$ cat config.mk
export PLATFORM = sky130hd
export DESIGN_NAME = tff_mod_counter_flat
export DESIGN_NICKNAME = d
export VERILOG_FILES = /design/src/rtl/tff_mod_counter_if.sv /design/src/rtl/tff_mod_counter.sv /design/src/flat_wrapper.sv
export SDC_FILE = /design/constraint.sdc
export NUM_CORES = 1
export LEC_CHECK = 0
export ABC_AREA = 1
export ABC_CLOCK_PERIOD_IN_PS = 1200
export CORE_AREA = 2 2 39 41
export CTS_BUF_LIST = sky130_fd_sc_hd__clkbuf_8
export CTS_CLUSTER_SIZE = 12
export DETAILED_ROUTE_END_ITERATION = 16
export DIE_AREA = 0 0 41 43
export PLACE_DENSITY_LB_ADDON = 0.25
export SYNTH_ARGS = -nofsm -noshare
export SYNTH_HDL_FRONTEND = slang
export SYNTH_SLANG_ARGS = --single-unit
$ cat constraint.sdc
create_clock -name clk -period 1.2 [get_ports clk]
set_input_delay 0.18 -clock clk [delete_from_list [all_inputs] [get_ports clk]]
set_output_delay 0.18 -clock clk [all_outputs]
set_load 0.005 [all_outputs]
$ cat src/rtl/tff_mod_counter_if.sv
// Control/status bundle for tff_mod_counter: controls go master -> slave, state comes back.
interface tff_mod_counter_if #(
   parameter int unsigned WIDTH = 4
);
   logic             en;
   logic             up_dn;
   logic             load;
   logic [WIDTH-1:0] load_val;
   logic             clr_wrap;
   logic [WIDTH-1:0] count;
   logic             tc;
   logic             wrapped;

   modport master (
      output en, up_dn, load, load_val, clr_wrap,
      input  count, tc, wrapped
   );

   modport slave (
      input  en, up_dn, load, load_val, clr_wrap,
      output count, tc, wrapped
   );
endinterface

$ cat src/rtl/tff_mod_counter.sv
// Modulo-MODULUS up/down counter built from per-bit toggle flops, with clamped load,
// registered terminal-count pulse and a sticky wrap flag.
module tff_mod_counter #(
   parameter int unsigned WIDTH   = 4,
   parameter int unsigned MODULUS = 16
) (
   input logic              clk,
   input logic              reset,
   tff_mod_counter_if.slave bus
);
   localparam logic [WIDTH-1:0] MaxVal = WIDTH'(MODULUS - 1);

   logic [WIDTH-1:0] count_q, count_d;
   logic [WIDTH-1:0] toggle;
   logic [WIDTH-1:0] load_sat;
   logic             tc_q, tc_d;
   logic             wrapped_q, wrapped_d;
   logic             wrap;

   // Bit i toggles when every lower bit is 1 (up) or 0 (down); bit 0 always toggles.
   always_comb begin
      toggle    = '0;
      toggle[0] = 1'b1;
      for (int i = 1; i < WIDTH; i++) begin
         toggle[i] = toggle[i-1] & (bus.up_dn ? count_q[i-1] : ~count_q[i-1]);
      end
   end

   always_comb begin
      wrap     = bus.en & (bus.up_dn ? (count_q == MaxVal) : (count_q == '0));
      load_sat = (bus.load_val > MaxVal) ? MaxVal : bus.load_val;
   end

   always_comb begin
      count_d   = count_q;
      tc_d      = 1'b0;
      wrapped_d = wrapped_q & ~bus.clr_wrap;
      if (bus.load) begin
         count_d = load_sat;
      end else if (bus.en) begin
         if (wrap) begin
            // Direct load overrides the toggle pattern so non-power-of-two moduli wrap cleanly.
            count_d   = bus.up_dn ? '0 : MaxVal;
            tc_d      = 1'b1;
            wrapped_d = 1'b1;
         end else begin
            count_d = count_q ^ toggle;
         end
      end
   end

   always_ff @(posedge clk) begin
      if (reset) begin
         count_q   <= '0;
         tc_q      <= 1'b0;
         wrapped_q <= 1'b0;
      end else begin
         count_q   <= count_d;
         tc_q      <= tc_d;
         wrapped_q <= wrapped_d;
      end
   end

   assign bus.count   = count_q;
   assign bus.tc      = tc_q;
   assign bus.wrapped = wrapped_q;
endmodule

$ cat src/flat_wrapper.sv
// flat-port wrapper written by rule: the top's interface ports become plain ports
module tff_mod_counter_flat 
#(
   parameter int unsigned WIDTH   = 4,
   parameter int unsigned MODULUS = 16
)
  (clk, reset, bus_en, bus_up_dn, bus_load, bus_load_val, bus_clr_wrap, bus_count, bus_tc, bus_wrapped);
  tff_mod_counter_if #(.WIDTH(WIDTH)) bus_i ();
  input logic clk;
  input logic reset;
  input wire logic [$bits(bus_i.en)-1:0] bus_en;
  input wire logic [$bits(bus_i.up_dn)-1:0] bus_up_dn;
  input wire logic [$bits(bus_i.load)-1:0] bus_load;
  input wire logic [$bits(bus_i.load_val)-1:0] bus_load_val;
  input wire logic [$bits(bus_i.clr_wrap)-1:0] bus_clr_wrap;
  output wire logic [$bits(bus_i.count)-1:0] bus_count;
  output wire logic [$bits(bus_i.tc)-1:0] bus_tc;
  output wire logic [$bits(bus_i.wrapped)-1:0] bus_wrapped;
  assign bus_i.en = bus_en;
  assign bus_i.up_dn = bus_up_dn;
  assign bus_i.load = bus_load;
  assign bus_i.load_val = bus_load_val;
  assign bus_i.clr_wrap = bus_clr_wrap;
  assign bus_count = bus_i.count;
  assign bus_tc = bus_i.tc;
  assign bus_wrapped = bus_i.wrapped;
  tff_mod_counter #(.WIDTH(WIDTH), .MODULUS(MODULUS)) u_core (.clk(clk), .reset(reset), .bus(bus_i));
endmodule
Word-level counts from Yosys, hierarchy flattened
Cells that the tools add are included.
{"block": "word_totals", "register_bits": 6, "out_inout_bits": 6, "in_bits": 10}
{"block": "op_classes", "bitwise_logic": 10, "muxes": 13, "reduce_logical": 3, "order_cmp": 1, "n_eq_ne": 1}
{"cell": "$mux W4", "count": 5}
{"cell": "$mux W1", "count": 8}
{"cell": "$not A1 Y1", "count": 5}
{"cell": "$and A1 B1 Y1", "count": 4}
{"cell": "$eq A4 B4 Y1 const B", "count": 1}
{"cell": "$gt A4 B4 Y1 const B", "count": 1}
{"cell": "$logic_not A4 Y1", "count": 1}
{"cell": "$xor A4 B4 Y4", "count": 1}
{"cell": "$reduce_or A3 Y1", "count": 1}
{"cell": "$reduce_bool A2 Y1", "count": 1}

Longest topological paths before layout
{"block": "depth", "ltp_word": 8, "ltp_mapped": 8}

Worst setup path after synthesis
Ideal clock, no wire load.
{"block": "synth_path", "path_kind": "flip-flop to flip-flop", "start": "register u_core.count_q[0] (netlist: u_core.bus.count[0])", "end": "register u_core.count_q[2] (netlist: u_core.bus.count[2])", "arrival_ns": 0.902, "synth_period_minus_slack_ns": 1.011, "path_buffers": 0, "setup_slack_ns": 0.189, "stages_incl_launch_ff": 8, "path_cell_list": "dfxtp_1 nand3_1 nand2_2 nand2_1 nand3_1 nand3_1 nand2_1 inv_1"}
{"block": "synth_between", "elab_chain_cells": 7}
{"element": "from (decl)", "line_no": "tff_mod_counter.sv:13", "text": "logic [WIDTH-1:0] count_q, count_d;"}
{"element": "from (signal assigned)", "line_no": "tff_mod_counter.sv:58", "text": "count_q <= count_d;"}
{"element": "parallel branches: the longest is 4 deep, another holds $eq A4 B4 Y1"}
{"element": "$mux W4 (*)", "line_no": "tff_mod_counter.sv:41", "text": "if (wrap) begin"}
{"element": "$mux W4 (*)", "line_no": "tff_mod_counter.sv:40", "text": "end else if (bus.en) begin"}
{"element": "$mux W4 (*)", "line_no": "tff_mod_counter.sv:38", "text": "if (bus.load) begin"}
Every way passes the cells marked *. The select of a mux whose other input is x is not followed.
A chain may end at the register's enable or synchronous reset.

Worst setup path after layout
Ends and elaborated chain as after synthesis.

==> results_dict.tcl <==
set metrics [dict create \
    port_buffers 15 \
    grt_start_max_net_pins 9 \
    reg2reg_slack_ns 0.11 \
    ys_ff_latch 6 \
    finalMaxSlewViolations 0 \
    grt_pass1_wl_mm 1.73 \
    ctsLongestPathBuffers 2 \
    fin_skew_ns 0.00199 \
    cts_tree "yes" \
    core-area_um2 1380 \
    power_leakage_nw 0.354 \
    whs_ns 0.480 \
    hold_depth 2 \
    crit_type "reg -> reg" \
    antenna_found_initial 0 \
    fp.dieW_um 41 \
    crit_fanout 8 \
    yosys_warnings 0 \
    grt_usage 0.143 \
    ir_worst_vdd_mv 0.534 \
    critPathRequiredTime_ns 1.32 \
    wirelength_mm 1.02 \
    slew_headroom 0.850 \
    syn_nets 75 \
    cts_made_buffers 3 \
    cts.clk_slew.worst_paths_ns 0.04 \
    r2r_cells 8 \
    post-route-util 0.481 \
    area_growth_pct 66.2 \
    start_kind "flop" \
    htreeDepth 1 \
    pin_count 16 \
    routedWlPerCell_um 9.74 \
    place_congestion 0.690 \
    finalCritPeriodShare 0.912 \
    finalHoldViolCount 0 \
    antenna_left 0 \
    vias_per_cell 4.66 \
    status "completed" \
    power_density_nw_per_um2 1050 \
    ctsHoldBuffers 0 \
    synth_cells 65 \
    finalCriticalPeriod_ns 1.09 \
    die_area_um2 1760 \
    synth.avg_cell_area_um2 6.16 \
    worstSetupEndpointType "flop" \
    drtPass1Iterations 4 \
    ys_seq_area_frac 0.300 \
    max_freq_mhz 913 \
    die_y_um 43 \
    crit_arrival_ns 1.21 \
    first_global_vias 461 \
    yosys.cell_types.count 16 \
    dp_hpwl_um 806 \
    hp-class "reg -> reg" \
    n_fill_cell 150 \
    setup_violations 0 \
    grt_overflow_total 0 \
    clk_latency_ns 0.22 \
    vias 489 \
    row_count 14 \
    antenna_cells 0 \
    cap_violations 0 \
    drc 0 \
    drive_above_1_share 0.281 \
    rsz0062_at_grt "false" \
    synth_area_um2 400 \
    worstMarginPinSlew_ns 0.224 \
    placed_cells 102 \
    instances_no_fill 105 \
    clock-root-buffer "clkbuf_8" \
    cts_setup_buffers 0 \
    final_nets 101 \
    cts_resized 11 \
    start_util 0.289 \
    clkSinkCount 6 \
    drt_iter0_markers 10 \
]
==> worst max-delay path, stage by stage, from the launching register on <==
cell and delay, ns:
dfxtp_4 0.36, nor2_1 0.17, nand2_2 0.10, nand2_2 0.09, nand2_1 0.05, nand3_1 0.07
nand3_1 0.07, nand2_1 0.06, inv_1 0.03
==> final timing paths <==
kind                               to                start
setup / recovery  u_core.bus.count[2]  u_core.bus.count[0]
hold / removal     u_core.bus.wrapped   u_core.bus.wrapped
setup reg to reg  u_core.bus.count[2]  u_core.bus.count[0]
hold reg to reg    u_core.bus.wrapped   u_core.bus.wrapped
==> routing by layer <==
layer / vias up / global-route usage / routed length [um]
met3: 2 / 0.0157 / 30
li1: 261 / - / -
met2: 6 / 0.206 / 516
met1: 220 / 0.178 / 466
met5: - / 0 / 0
met4: 0 / 0.120 / 10
==> area by class of cell <==
cell class,count,area (um2),share of cell area
tap,16,20.0,0.0301
multi-input combinational,48,239,0.359
clock buffer,3,41.3,0.0620
timing repair buffer,21,194,0.291
sequential,6,130,0.195
inverter,11,41.3,0.0620
==> metrics by stage <==
stage	setup slack, ns	cell area [um2]	power, mW	setup TNS [ns]
finish	0.105	666	0.701	0
global route	0.000833	666	0.747	0
CTS	0.0100	661	0.718	0
detailed placement	-0.221	616	0.416	-0.719
global placement	-0.222	616	0.415	-0.682
floorplan	0.189	400	0.323	0
==> where the power goes <==
group	leakage [nW]	internal, mW	switching (mW)
Clock	0.0216	0.215	0.0812
Sequential	0.0512	0.214	0.0178
Combinational	0.282	0.0888	0.0838
Total	0.354	0.518	0.183
==> flip-flops by register name, summed over array words and instances, names as in the netlist <==
register	flops
u_core.bus.wrapped	1
u_core.bus.tc	1
u_core.bus.count	4
==> placed cells by master, fill, tap and decap left out, types with 3 or more instances in the layout <==
cell type         n
nand2_1          18
nand3_1           8
clkdlybuf4s50_1   8
inv_1             7
buf_4             6
nand2_2           5
dlygate4sd2_1     5
inv_2             4
nor2_1            4
a21oi_1           4
clkbuf_8          3
==> cells by family after synthesis <==
logic type	Yosys count	share of synthesized area
and+or+nand+nor	39	0.456
buffers and inverters	11	0.103
AOI/OAI and AO/OA	9	0.141
DFF	6	0.300
==> cells in the mapped netlist (all sizes together) <==
cell / n / area (um2)
o21ai: 1 / 5.00
a22oi: 1 / 7.51
nand3: 9 / 50.1
nor2: 5 / 21.3
o221ai: 1 / 8.76
nand2: 23 / 98.8
inv: 11 / 41.3
nand4: 2 / 12.5
dfxtp: 6 / 120
a21oi: 5 / 28.8
o22ai: 1 / 6.26
Note: power is estimated with default switching activity, not from simulation.
